<file path="config.mk">
export PLATFORM = sky130hd
export DESIGN_NAME = turn_controller
export DESIGN_NICKNAME = d
export VERILOG_FILES = /design/src/rtl/game_pkg.sv /design/src/rtl/frame_tick.sv /design/src/rtl/turn_controller.sv
export SDC_FILE = /design/constraint.sdc
export NUM_CORES = 1
export LEC_CHECK = 0
export ABC_AREA = 1
export BUFFER_PORTS_ARGS = -buffer_cell sky130_fd_sc_hd__buf_2
export CORE_ASPECT_RATIO = 1.2
export CORE_MARGIN = 1.5
export CORE_UTILIZATION = 47
export DETAILED_ROUTE_END_ITERATION = 6
export PLACE_DENSITY_LB_ADDON = 0.05
export RECOVER_POWER = 100
export SETUP_SLACK_MARGIN = 0.1
export SLEW_MARGIN = 5
export SYNTH_ARGS = -nofsm -noshare
export SYNTH_HDL_FRONTEND = slang
export SYNTH_HIERARCHICAL = 1
export SYNTH_SLANG_ARGS = --single-unit
</file>
<file path="constraint.sdc">
create_clock -name clk -period 1.7 [get_ports clk]
set_input_delay 0.17 -clock clk [delete_from_list [all_inputs] [get_ports clk]]
set_output_delay 0.17 -clock clk [all_outputs]
set_load 0.02 [all_outputs]
</file>
<file path="src/rtl/game_pkg.sv">
// Shared game-wide types and constants: turn phases, special keycodes, player indices.
package game_pkg;

    typedef enum logic [1:0] {
        AIM    = 2'd0,
        FLIGHT = 2'd1,
        SETTLE = 2'd2
    } phase_e;

    localparam logic [7:0] KEY_PAUSE = 8'h13;
    localparam logic [7:0] KEY_NONE  = 8'h00;

    localparam logic PLAYER_1 = 1'b0;
    localparam logic PLAYER_2 = 1'b1;

    function automatic int max3(input int a, input int b, input int c);
        int m;
        m = (a > b) ? a : b;
        return (m > c) ? m : c;
    endfunction

endpackage

</file>
<file path="src/rtl/frame_tick.sv">
// Brings an asynchronous frame strobe into the clk domain and emits a one-clk
// registered tick for each rising edge (visible 3 clk after the strobe edge).
module frame_tick (
    input  logic clk,
    input  logic reset,
    input  logic async_in,
    output logic tick
);

    logic sync1_q, sync1_d;
    logic sync2_q, sync2_d;
    logic prev_q,  prev_d;
    logic tick_q,  tick_d;

    always_comb begin
        sync1_d = async_in;
        sync2_d = sync1_q;
        prev_d  = sync2_q;
        tick_d  = sync2_q & ~prev_q;
    end

    always_ff @(posedge clk or posedge reset) begin
        if (reset) begin
            sync1_q <= 1'b0;
            sync2_q <= 1'b0;
            prev_q  <= 1'b0;
            tick_q  <= 1'b0;
        end else begin
            sync1_q <= sync1_d;
            sync2_q <= sync2_d;
            prev_q  <= prev_d;
            tick_q  <= tick_d;
        end
    end

    assign tick = tick_q;

endmodule

</file>
<file path="src/rtl/turn_controller.sv">
// Two-player turn sequencer: AIM (timed, pausable) -> FLIGHT -> SETTLE -> next player's AIM,
// gating the keyboard to whichever player currently owns the turn.
module turn_controller
    import game_pkg::*;
#(
    parameter int TURN_SECONDS   = 30,
    parameter int FRAMES_PER_SEC = 60,
    parameter int SETTLE_FRAMES  = 60,
    parameter int FLIGHT_TIMEOUT = 600
) (
    input  logic       clk,
    input  logic       reset,
    input  logic       frame_clk,
    input  logic [7:0] keycode,
    input  logic       bomb_busy_p1,
    input  logic       bomb_busy_p2,
    output logic [7:0] keycode_p1,
    output logic [7:0] keycode_p2,
    output logic       active_player,
    output logic [1:0] phase,
    output logic [5:0] seconds_left,
    output logic       paused,
    output logic       turn_start
);

    localparam int CNT_MAX = max3(FRAMES_PER_SEC, SETTLE_FRAMES, FLIGHT_TIMEOUT);
    localparam int CNT_W   = $clog2(CNT_MAX + 1);

    localparam logic [CNT_W-1:0] CNT_ZERO    = '0;
    localparam logic [CNT_W-1:0] CNT_ONE     = CNT_W'(1);
    localparam logic [CNT_W-1:0] SEC_LAST    = CNT_W'(FRAMES_PER_SEC - 1);
    localparam logic [CNT_W-1:0] SETTLE_LAST = CNT_W'(SETTLE_FRAMES - 1);
    localparam logic [CNT_W-1:0] FLIGHT_LAST = CNT_W'(FLIGHT_TIMEOUT - 1);
    localparam logic [5:0]       SECS_INIT   = 6'(TURN_SECONDS);

    logic tick;

    frame_tick u_frame_tick (
        .clk      (clk),
        .reset    (reset),
        .async_in (frame_clk),
        .tick     (tick)
    );

    phase_e           phase_q, phase_d;
    logic             active_q, active_d;
    logic [5:0]       seconds_q, seconds_d;
    logic             paused_q, paused_d;
    logic [CNT_W-1:0] cnt_q, cnt_d;
    logic [7:0]       kp1_q, kp1_d;
    logic [7:0]       kp2_q, kp2_d;
    logic             turn_start_q, turn_start_d;
    logic             busy_prev_q, busy_prev_d;
    logic             key_prev_q, key_prev_d;

    logic busy_now;
    logic busy_rise;
    logic busy_fall;
    logic key_pause;
    logic pause_press;
    logic gate_open;

    always_comb begin
        busy_now    = (active_q == PLAYER_2) ? bomb_busy_p2 : bomb_busy_p1;
        busy_rise   = busy_now & ~busy_prev_q;
        busy_fall   = ~busy_now & busy_prev_q;
        key_pause   = (keycode == KEY_PAUSE);
        pause_press = key_pause & ~key_prev_q;

        phase_d      = phase_q;
        active_d     = active_q;
        seconds_d    = seconds_q;
        paused_d     = paused_q;
        cnt_d        = cnt_q;
        turn_start_d = 1'b0;

        case (phase_q)
            AIM: begin
                if (paused_q) begin
                    // Everything but the pause key is frozen while paused.
                    if (pause_press) begin
                        paused_d = 1'b0;
                    end
                end else begin
                    if (busy_rise) begin
                        phase_d = FLIGHT;
                        cnt_d   = CNT_ZERO;
                    end else if (tick) begin
                        if (cnt_q == SEC_LAST) begin
                            cnt_d = CNT_ZERO;
                            if (seconds_q <= 6'd1) begin
                                seconds_d = 6'd0;
                                phase_d   = SETTLE;
                            end else begin
                                seconds_d = seconds_q - 6'd1;
                            end
                        end else begin
                            cnt_d = cnt_q + CNT_ONE;
                        end
                    end
                    // A press on the same clk the turn leaves AIM is dropped.
                    if (phase_d == AIM && pause_press) begin
                        paused_d = 1'b1;
                    end
                end
            end
            FLIGHT: begin
                if (busy_fall || (tick && cnt_q == FLIGHT_LAST)) begin
                    phase_d = SETTLE;
                    cnt_d   = CNT_ZERO;
                end else if (tick) begin
                    cnt_d = cnt_q + CNT_ONE;
                end
            end
            SETTLE: begin
                if (tick) begin
                    if (cnt_q == SETTLE_LAST) begin
                        phase_d      = AIM;
                        active_d     = ~active_q;
                        seconds_d    = SECS_INIT;
                        paused_d     = 1'b0;
                        cnt_d        = CNT_ZERO;
                        turn_start_d = 1'b1;
                    end else begin
                        cnt_d = cnt_q + CNT_ONE;
                    end
                end
            end
            default: begin
                phase_d = AIM;
                cnt_d   = CNT_ZERO;
            end
        endcase

        // Track the next owner's busy level so a level already high at turn entry never counts as a launch.
        busy_prev_d = (active_d == PLAYER_2) ? bomb_busy_p2 : bomb_busy_p1;
        key_prev_d  = key_pause;

        gate_open = (phase_d == AIM) && !paused_d;
        kp1_d     = (gate_open && active_d == PLAYER_1) ? keycode : KEY_NONE;
        kp2_d     = (gate_open && active_d == PLAYER_2) ? keycode : KEY_NONE;
    end

    always_ff @(posedge clk or posedge reset) begin
        if (reset) begin
            phase_q      <= AIM;
            active_q     <= PLAYER_1;
            seconds_q    <= SECS_INIT;
            paused_q     <= 1'b0;
            cnt_q        <= CNT_ZERO;
            kp1_q        <= KEY_NONE;
            kp2_q        <= KEY_NONE;
            turn_start_q <= 1'b0;
            busy_prev_q  <= 1'b0;
            key_prev_q   <= 1'b0;
        end else begin
            phase_q      <= phase_d;
            active_q     <= active_d;
            seconds_q    <= seconds_d;
            paused_q     <= paused_d;
            cnt_q        <= cnt_d;
            kp1_q        <= kp1_d;
            kp2_q        <= kp2_d;
            turn_start_q <= turn_start_d;
            busy_prev_q  <= busy_prev_d;
            key_prev_q   <= key_prev_d;
        end
    end

    assign keycode_p1    = kp1_q;
    assign keycode_p2    = kp2_q;
    assign active_player = active_q;
    assign phase         = phase_q;
    assign seconds_left  = seconds_q;
    assign paused        = paused_q;
    assign turn_start    = turn_start_q;

endmodule

</file>
==> results.json, run 1 <==
{
  "post-dp-hpwl_mm": 4.223,
  "yosys.area_share.simple": 0.3158,
  "regArea_um2": 1086,
  "die_area_um2": 5609,
  "hp-class": "input pin to flip-flop",
  "dp_worst_setup_slack_ns": -0.1091,
  "cts_tree": "done",
  "final_area_um2": 3457,
  "die_w_um": 68.62,
  "antenna_found_initial": 0,
  "grt_first_pass_wirelength_mm": 9.701,
  "max-cap-violations": 0,
  "avgViaCountPerCell": 4.912,
  "synth_area_um2": 2429,
  "hold_viol": 0,
  "clock_skew_ns": 0.003969,
  "slew_viol_final": 0,
  "violations": "setup timing",
  "cp-start-kind": "flip-flop",
  "coreArea_um2": 4940,
  "drive_gt1_frac": 0.4128,
  "fin_nets": 422,
  "power.total_mw": 4.492,
  "synth_flop_cell": "dfrtp_1",
  "end_kind": "flip-flop",
  "ys_types": 38,
  "synthMuxAreaShare": 0,
  "routedWlPerCell_um": 12.63,
  "critical_path.max_fanout": 8,
  "antenna_cells": 0,
  "rows": 28,
  "ys_ff_latch": 43,
  "synthCells": 309,
  "synth_adder_area_share": 0.01546,
  "die_h_um": 81.75,
  "synth_compound_area_frac": 0.1133,
  "fillerInstances": 432,
  "layout_min_cycle_time_ns": 1.803,
  "fin_crit_sh": 1.061,
  "synth.avg_cell_area_um2": 7.859,
  "placedCellCount": 444,
  "start_util": 0.4916,
  "synth_warnings": 6,
  "cts_buffer_depth": 2,
  "synth_xor_area_frac": 0.01803,
  "drtPass1Iterations": 4,
  "drtAntennaViolNets": 0,
  "drc": 0,
  "num_vias": 2294,
  "drtIter0Drc": 96,
  "worst_pin_slew_ns": 0.7103,
  "hold_ws_ns": 0.1052,
  "grt_pass1_vias": 2191,
  "synth_seq_area_share": 0.4451,
  "routed_wl_mm": 5.896,
  "dpl_cell_area_um2": 3000,
  "power_density_nw_per_um2": 1299,
  "synth_top_family_by_area": "simple AND/OR/NAND/NOR gates",
  "grt.total_usage": 0.2288,
  "required_ns": 1.93,
  "grt_max_degree": 29,
  "rsz0062_at_grt": "yes",
  "status": "complete, but fails checks",
  "vdd_drop_max_uv": 723.3,
  "overflow": 0,
  "synth_edf_count": 0,
  "max_freq_mhz": 554.6,
  "multi_input_area_um2": 1371,
  "path_class": "flip-flop to flip-flop",
  "syn-num-nets": 325,
  "synthArstFlopShare": 1.000,
  "hp-start": "bomb_busy_p2",
  "cts_buffers": 5,
  "cp.arrival_ns": 2.03,
  "r2r_slack_ns": -0.10,
  "port_buffers": 39,
  "clkSinkCount": 43,
  "cts_root_buffer": "clkbuf_8",
  "cts_htree_levels": 2,
  "r2r-start": "seconds_left[1]",
  "worstSetupStartpoint": "seconds_left[1]",
  "finalSetupViolations": 23,
  "area_growth_pct": 42.35,
  "insertion_delay_ns": 0.29,
  "gp_congestion": 0.9020,
  "layout_setup_ws_ns": -0.1032,
  "ios": 40,
  "relSlewSlack": 0.5265,
  "clkSlewWorstSetupHoldPaths_ns": 0.08,
  "stdcell_count": 467,
  "p_leak_nw": 1.717
}
[sequential cells by signal, indices dropped and copies added, names as in the netlist]
register,flops
u_frame_tick/prev_q,1
paused,1
turn_start,1
seconds_left,6
u_frame_tick/sync1_q,1
phase,2
keycode_p2,8
u_frame_tick/prev_d,1
key_prev_q,1
active_player,1
cnt_q,10
keycode_p1,8
u_frame_tick/tick,1
busy_prev_q,1
[path summary, 6_finish.rpt]
| kind | to | cells after the start |
|---|---|---|
| setup / recovery | keycode_p2[0] | 12 |
| hold / removal | busy_prev_q | 3 |
| setup reg to reg | keycode_p2[0] | 12 |
| hold reg to reg | u_frame_tick/prev_d | 0 |
| max in group asynchronous | keycode_p1[6] | 5 |
| min in group asynchronous | u_frame_tick/prev_q | 3 |
[worst max-delay path, stage by stage (launching register included)]
cell     delay (ns)
dfstp_2        0.54
inv_2          0.05
ha_2           0.16
or2_4          0.25
nand3_4        0.07
nor2_2         0.04
nand2_1        0.06
nand3_1        0.06
nand3_1        0.08
nand2_2        0.08
nor2_4         0.13
nand2_4        0.10
nor2_1         0.12
[cell usage in the layout (no fill, tap or decap), types with 11 or more instances in the layout]
cell type / n
nor2_1: 34
nand3_1: 12
nor2_2: 11
buf_2: 17
nand2_2: 13
buf_4: 42
o21ai_1: 14
inv_1: 42
clkbuf_1: 22
dfrtp_1: 35
nand2_1: 49
[cell usage after synthesis, types with 4 or more instances]
library cell | count | area share
nor2_1 | 42 | 0.065
a21oi_1 | 8 | 0.016
nand3_2 | 4 | 0.016
inv_1 | 44 | 0.068
dfstp_2 | 4 | 0.043
inv_2 | 8 | 0.012
nand3_1 | 15 | 0.031
xor2_1 | 5 | 0.018
o21ai_0 | 22 | 0.045
nand4_1 | 4 | 0.010
o21ai_1 | 7 | 0.014
nand2_1 | 64 | 0.099
dfrtp_1 | 39 | 0.40
nor2_4 | 5 | 0.023
nor2_2 | 5 | 0.013
nand2_2 | 4 | 0.010
[layout make-up]
cell class | instances | area share
multi-input cells | 209 | 0.3967
flip-flops and latches | 43 | 0.3142
repair buffers | 94 | 0.1766
inverters | 53 | 0.05827
well taps | 60 | 0.02172
clock buffers | 5 | 0.01991
clock inverters | 3 | 0.01267
[report_power, final]
part           internal (mW)  total (mW)  leakage, nW  switching [mW]
Clock                  0.438       0.798       0.0581           0.360
Combinational          0.919        2.27         1.11            1.35
Sequential              1.23        1.42        0.544           0.187
Total                   2.59        4.49         1.72            1.90
[metal layers]
| metal | part of all wire | global-route usage | up-vias |
|---|---|---|---|
| met4 | 0.018 | 0.07200 | 0 |
| met3 | 0.027 | 0.03425 | 10 |
| met2 | 0.54 | 0.3981 | 32 |
| li1 | - | - | 1177 |
| met1 | 0.42 | 0.2872 | 1075 |
| met5 | 0 | 0 | - |
[stage by stage]
step | util | TNS [ns]
final | 0.6998 | -1.330
after CTS | 0.6679 | -1.667
after global routing | 0.6998 | -4.738
after floorplan | - | -1.337
after global placement | 0.6074 | -1.125
after detailed placement | 0.6074 | -1.640
[cells by family after synthesis]
kind of cell | after synthesis
simple gates | 153
fa+ha+maj | 3
compound gates | 48
flops | 43
buf+inv | 57
xor+xnor | 5
[repair_timing]
item                       in CTS  in global routing
setup endpoints to repair      33                 34
hold buffers                    2                  0
gates resized for setup        32                 48
pin swaps                      20                 29
hold endpoints to repair       28                  0
buffers inserted               11                  4
(Power assumes the default switching activity.)
==> inputs of run 2 (changes only) <==
--- a/config.mk
+++ b/config.mk
@@ -7,7 +7,6 @@
 export LEC_CHECK = 0
 export ABC_AREA = 1
 export BUFFER_PORTS_ARGS = -buffer_cell sky130_fd_sc_hd__buf_2
-export CORE_ASPECT_RATIO = 1.2
 export CORE_MARGIN = 1.5
 export CORE_UTILIZATION = 47
 export DETAILED_ROUTE_END_ITERATION = 6
==> run 2 against run 1 <==
Compared with the run above:
- the flow still finishes with violations (setup timing)
- clock power down 16%
- largest power group unchanged
- worst setup slack worse by 0.024 ns
- core utilization grew 0.67 points
- total power fell by 4.6%
- critical path depth is the same
- sequential cell count is the same
- count of clock-buffer cells in the layout rose by 2
- via count down 2.1%
==> results.json, run 2 (synthesis gave the netlist of run 1 again) <==
{
  "max-cap-violations": 0,
  "antenna_cells": 0,
  "relSlewSlack": 0.4944,
  "drtPass1Iterations": 4,
  "drive_gt1_frac": 0.3728,
  "hold_viol": 0,
  "largest_reg_flops": 10,
  "overflow": 0,
  "hp-class": "input pin to flip-flop",
  "avgViaCountPerCell": 4.758,
  "port_buffers": 39,
  "post-dp-hpwl_mm": 4.196,
  "finalSetupViolations": 20,
  "fin_nets": 420,
  "final_cell_mix": "nand2_1, inv_1, dfrtp_1, buf_4, nor2_1",
  "routed_wl_mm": 5.960,
  "die_w_um": 74.89,
  "layout_min_cycle_time_ns": 1.827,
  "clkSinkCount": 43,
  "cts_buffers": 5,
  "p_leak_nw": 1.712,
  "regMostFlops": "cnt_q",
  "layout_setup_ws_ns": -0.1273,
  "fin_crit_sh": 1.075,
  "drtIter0Drc": 106,
  "path_class": "flip-flop to flip-flop",
  "drc": 0,
  "gp_congestion": 0.8814,
  "end_kind": "flip-flop",
  "max_freq_mhz": 547.3,
  "die_area_um2": 5608,
  "worst_pin_slew_ns": 0.7584,
  "clock_skew_ns": 0.003681,
  "area_growth_pct": 41.06,
  "cp.arrival_ns": 2.07,
  "fin_tns_setup_ns": -1.884,
  "drtAntennaViolNets": 0,
  "cp-start-kind": "flip-flop",
  "die_h_um": 74.89,
  "num_vias": 2246,
  "cts_root_buffer": "clkbuf_8",
  "routedWlPerCell_um": 12.63,
  "grt_max_degree": 26,
  "insertion_delay_ns": 0.30,
  "final_common_cell": "nand2_1",
  "status": "complete, but fails checks",
  "required_ns": 1.94,
  "clkSlewWorstSetupHoldPaths_ns": 0.08,
  "critical_path.max_fanout": 8,
  "rows": 25,
  "cts_tree": "done",
  "power_density_nw_per_um2": 1251,
  "grt_pass1_vias": 2066,
  "coreArea_um2": 4848,
  "grt_first_pass_wirelength_mm": 9.211,
  "start_util": 0.5009,
  "dp_worst_setup_slack_ns": -0.1192,
  "placedCellCount": 448,
  "cts_htree_levels": 2,
  "cts_buffer_depth": 2,
  "vdd_drop_max_uv": 638.4,
  "grt.total_usage": 0.2184,
  "antenna_found_initial": 0,
  "slew_viol_final": 0,
  "fillerInstances": 395,
  "stdcell_count": 472,
  "violations": "setup timing",
  "ios": 40,
  "rsz0062_at_grt": "yes"
}
==> run 2: critical path, stage by stage, from the launching register on <==
cell	delay [ns]
dfstp_2	0.56
inv_4	0.05
ha_4	0.15
or2_4	0.25
nand3_4	0.06
nor2_2	0.04
nand2_1	0.06
nand3_1	0.06
nand3_1	0.09
nand2_2	0.08
nor2_4	0.14
nand2_4	0.12
nor2_2	0.11
==> run 2: power by group <==
group | switching [mW] | internal (mW) | leakage [nW]
Clock | 0.339 | 0.328 | 0.0482
Sequential | 0.182 | 1.23 | 0.547
Combinational | 1.35 | 0.856 | 1.12
==> run 2: path summary, 6_finish.rpt <==
check | startpoint | to | slack, ns | cells past startpoint
min in group asynchronous | reset | u_frame_tick/sync1_q | 0.29 | 3
max in group asynchronous | reset | active_player | 0.55 | 4
worst max-delay path | seconds_left[1] | keycode_p2[2] | -0.13 | 12
worst max register to register | seconds_left[1] | keycode_p2[2] | -0.13 | 12
worst min-delay path | keycode[2] | keycode_p2[2] | 0.11 | 3
worst min register to register | u_frame_tick/sync1_q | u_frame_tick/prev_d | 0.35 | 0
==> run 2: stage by stage <==
stage / area [µm²] / util / power (mW) / hold slack [ns]
6_report: 3426 / 0.7066 / 4.286 / 0.1112
3_3_place_gp: 2987 / 0.6160 / 3.258 / 0.06086
3_5_place_dp: 2987 / 0.6160 / 3.295 / 0.06504
2_1_floorplan: 2467 / - / 2.670 / -0.06392
5_1_grt: 3426 / 0.7066 / 4.587 / 0.1046
4_1_cts: 3224 / 0.6650 / 4.097 / 0.1087
==> run 2: final cells by class <==
cell class | count | area, µm² | share of cell area
sequential | 43 | 1084 | 0.3163
multi-input combinational | 209 | 1363 | 0.3977
timing repair buffer | 92 | 595.6 | 0.1738
clock buffer | 7 | 86.33 | 0.02520
clock inverter | 1 | 5.005 | 0.001461
tap | 67 | 83.83 | 0.02447
inverter | 53 | 209.0 | 0.06099
==> run 2: layer usage <==
layer	global-route usage	part of all wire	vias up
met3	0.04953	0.029	9
li1	-	-	1163
met2	0.3599	0.50	40
met1	0.2856	0.45	1034
met5	0	0	-
met4	0.07071	0.015	0
==> run 2: repair_timing <==
item / 4_1_cts / 5_1_grt
buffers inserted: 4 / 11
pin swaps: 21 / 22
hold endpoints to repair: 40 / 0
setup endpoints to repair: 32 / 33
gates resized for setup: 38 / 42
hold buffers: 2 / 0
==> inputs of run 3 (changes only) <==
==> constraint.sdc (replaced) <==
create_clock -name clk -period 2.2 [get_ports clk]
set_input_delay 0.22 -clock clk [delete_from_list [all_inputs] [get_ports clk]]
set_output_delay 0.22 -clock clk [all_outputs]
set_load 0.02 [all_outputs]
==> run 3 against run 2 <==
Compared with the run above:
- the flow now finishes without violations
- first-iteration DRC count is 3.8% lower
- highest routed layer unchanged
- worst setup slack improved by 0.34 ns
- combinational power down 48%
- global-route usage shrank 1.8 points
- design area decreased by 19%
- critical path depth unchanged
- fmax decreased by 8.3%
- sequential share of layout area rose by 7.4 points
- clock power fell by 24%
- die area is the same
- sequential power decreased by 21%
- via count down 9.8%
==> results.json, run 3 (synthesis gave the netlist of run 1 again) <==
{
  "coreArea_um2": 4848,
  "cp.arrival_ns": 2.22,
  "crit_end": "keycode_p2[3]",
  "slew_viol_final": 0,
  "path_class": "flip-flop to flip-flop",
  "max_freq_mhz": 502.0,
  "final_area_um2": 2771,
  "grt_max_degree": 25,
  "max-cap-violations": 0,
  "vdd_drop_max_uv": 368.3,
  "dpl_cell_area_um2": 2725,
  "post-dp-hpwl_mm": 3.852,
  "hold_depth": 1,
  "worstSetupStartpoint": "seconds_left[1]",
  "rsz0062_at_grt": "no",
  "finalSetupViolations": 0,
  "grt.total_usage": 0.2005,
  "grt_first_pass_wirelength_mm": 8.611,
  "die_area_um2": 5608,
  "cts_tree": "done",
  "die_h_um": 74.89,
  "drtIter0Drc": 102,
  "drtAntennaViolNets": 0,
  "cts_buffers": 5,
  "die_w_um": 74.89,
  "clkSlewWorstSetupHoldPaths_ns": 0.09,
  "num_vias": 2027,
  "fin_nets": 372,
  "hp-class": "input pin to flip-flop",
  "fin_tns_setup_ns": 0,
  "drive_gt1_frac": 0.1737,
  "insertion_delay_ns": 0.30,
  "rows": 25,
  "critical_path.max_fanout": 8,
  "ios": 40,
  "drc": 0,
  "area_growth_pct": 14.12,
  "status": "completed",
  "final_cell_mix": "nand2_1, inv_1, nor2_1, dfrtp_1, clkbuf_1",
  "start_util": 0.5009,
  "routed_wl_mm": 5.159,
  "relSlewSlack": 0.6072,
  "grt_pass1_vias": 1912,
  "required_ns": 2.43,
  "cts_htree_levels": 2,
  "overflow": 0,
  "routedWlPerCell_um": 12.17,
  "cts_root_buffer": "clkbuf_8",
  "end_kind": "flip-flop",
  "clkSinkCount": 43,
  "port_buffers": 39,
  "final_common_cell": "nand2_1",
  "worstReg2RegEnd": "keycode_p2[3]",
  "r2r_slack_ns": 0.21,
  "power_density_nw_per_um2": 1002,
  "layout_min_cycle_time_ns": 1.992,
  "cts_buffer_depth": 2,
  "cp-start-kind": "flip-flop",
  "gp_congestion": 0.8604,
  "antenna_found_initial": 0,
  "regMostFlops": "cnt_q",
  "clock_skew_ns": 0.008327,
  "p_leak_nw": 1.388,
  "avgViaCountPerCell": 4.781,
  "worst_pin_slew_ns": 0.5886,
  "largest_reg_flops": 10,
  "drtPass1Iterations": 4,
  "antenna_cells": 0,
  "r2r_cells": 12,
  "r2r-start": "seconds_left[1]",
  "fin_crit_sh": 0.9055,
  "hold_viol": 0
}
-- run 3: cell types whose count changed in the layout (fill, tap and decap cells not counted), moves of 4 or more --
cell	previous run	this run
nand2_2	10	5
nand2_4	9	3
inv_1	42	46
nor2_1	33	41
buf_4	37	3
inv_4	4	0
nand2_1	52	63
o21ai_2	4	0
buf_6	10	0
o21ai_0	6	25
nor2_4	10	4
buf_2	15	11
o21ai_1	18	4
-- run 3: worst min-delay path by stage --
stage	startpoint	end
global placement	reset	u_frame_tick/sync1_q
finish	frame_clk	u_frame_tick/sync1_q
floorplan	reset	u_frame_tick/prev_d
global route	frame_clk	u_frame_tick/sync1_q
CTS	frame_clk	u_frame_tick/sync1_q
detailed placement	reset	u_frame_tick/sync1_q
-- run 3: power breakdown --
group          total, mW  switching [mW]  leakage (nW)  internal [mW]
Sequential          1.11           0.162         0.548          0.948
Clock              0.505           0.282        0.0412          0.222
Combinational       1.16           0.793         0.799          0.368
-- run 3: timing repair --
item	4_1_cts	5_1_grt
hold buffers	1	0
hold endpoints to repair	4	0
gates resized for setup	0	6
setup endpoints to repair	0	16
buffers inserted	0	0
-- run 3: stage by stage --
stage | power [mW] | setup WS (ns) | hold slack (ns) | util | std cells
detailed placement | 2.320 | 0.1393 | 0.1173 | 0.5621 | 415
floorplan | 2.024 | 0.2510 | -0.01392 | - | 309
global placement | 2.300 | 0.2287 | 0.1102 | 0.5621 | 415
finish | 2.776 | 0.2079 | 0.01829 | 0.5716 | 424
global route | 2.983 | 0.05259 | 0.01521 | 0.5716 | 424
CTS | 2.830 | 0.1035 | 0.01308 | 0.5817 | 424
-- run 3: final cells by class --
cell class	instances	area, µm²
clock buffer	6	72.57
clock inverter	2	12.51
fill	489	2077
inverter	53	198.9
multi-input combinational	209	1125
sequential	43	1081
tap	67	83.83
timing repair buffer	44	197.7
-- run 3: per-layer routing --
| metal | share of wire | global-route usage | wire (µm) | up-vias |
|---|---|---|---|---|
| li1 | - | - | - | 1065 |
| met1 | 0.49 | 0.2790 | 2534 | 928 |
| met2 | 0.47 | 0.3176 | 2431 | 26 |
| met3 | 0.023 | 0.03347 | 119 | 8 |
| met4 | 0.014 | 0.07071 | 73 | 0 |
| met5 | 0 | 0 | 0 | - |
-- run 3: critical path, cell delays in order, from the launching register on --
cell	delay, ns
dfstp_1	0.54
inv_1	0.08
ha_1	0.19
or2_2	0.31
nand3_2	0.11
nor2_1	0.06
nand2_1	0.06
nand3_1	0.06
nand3_1	0.08
nand2_2	0.07
nor2_4	0.14
nand2_4	0.11
nor2_2	0.11
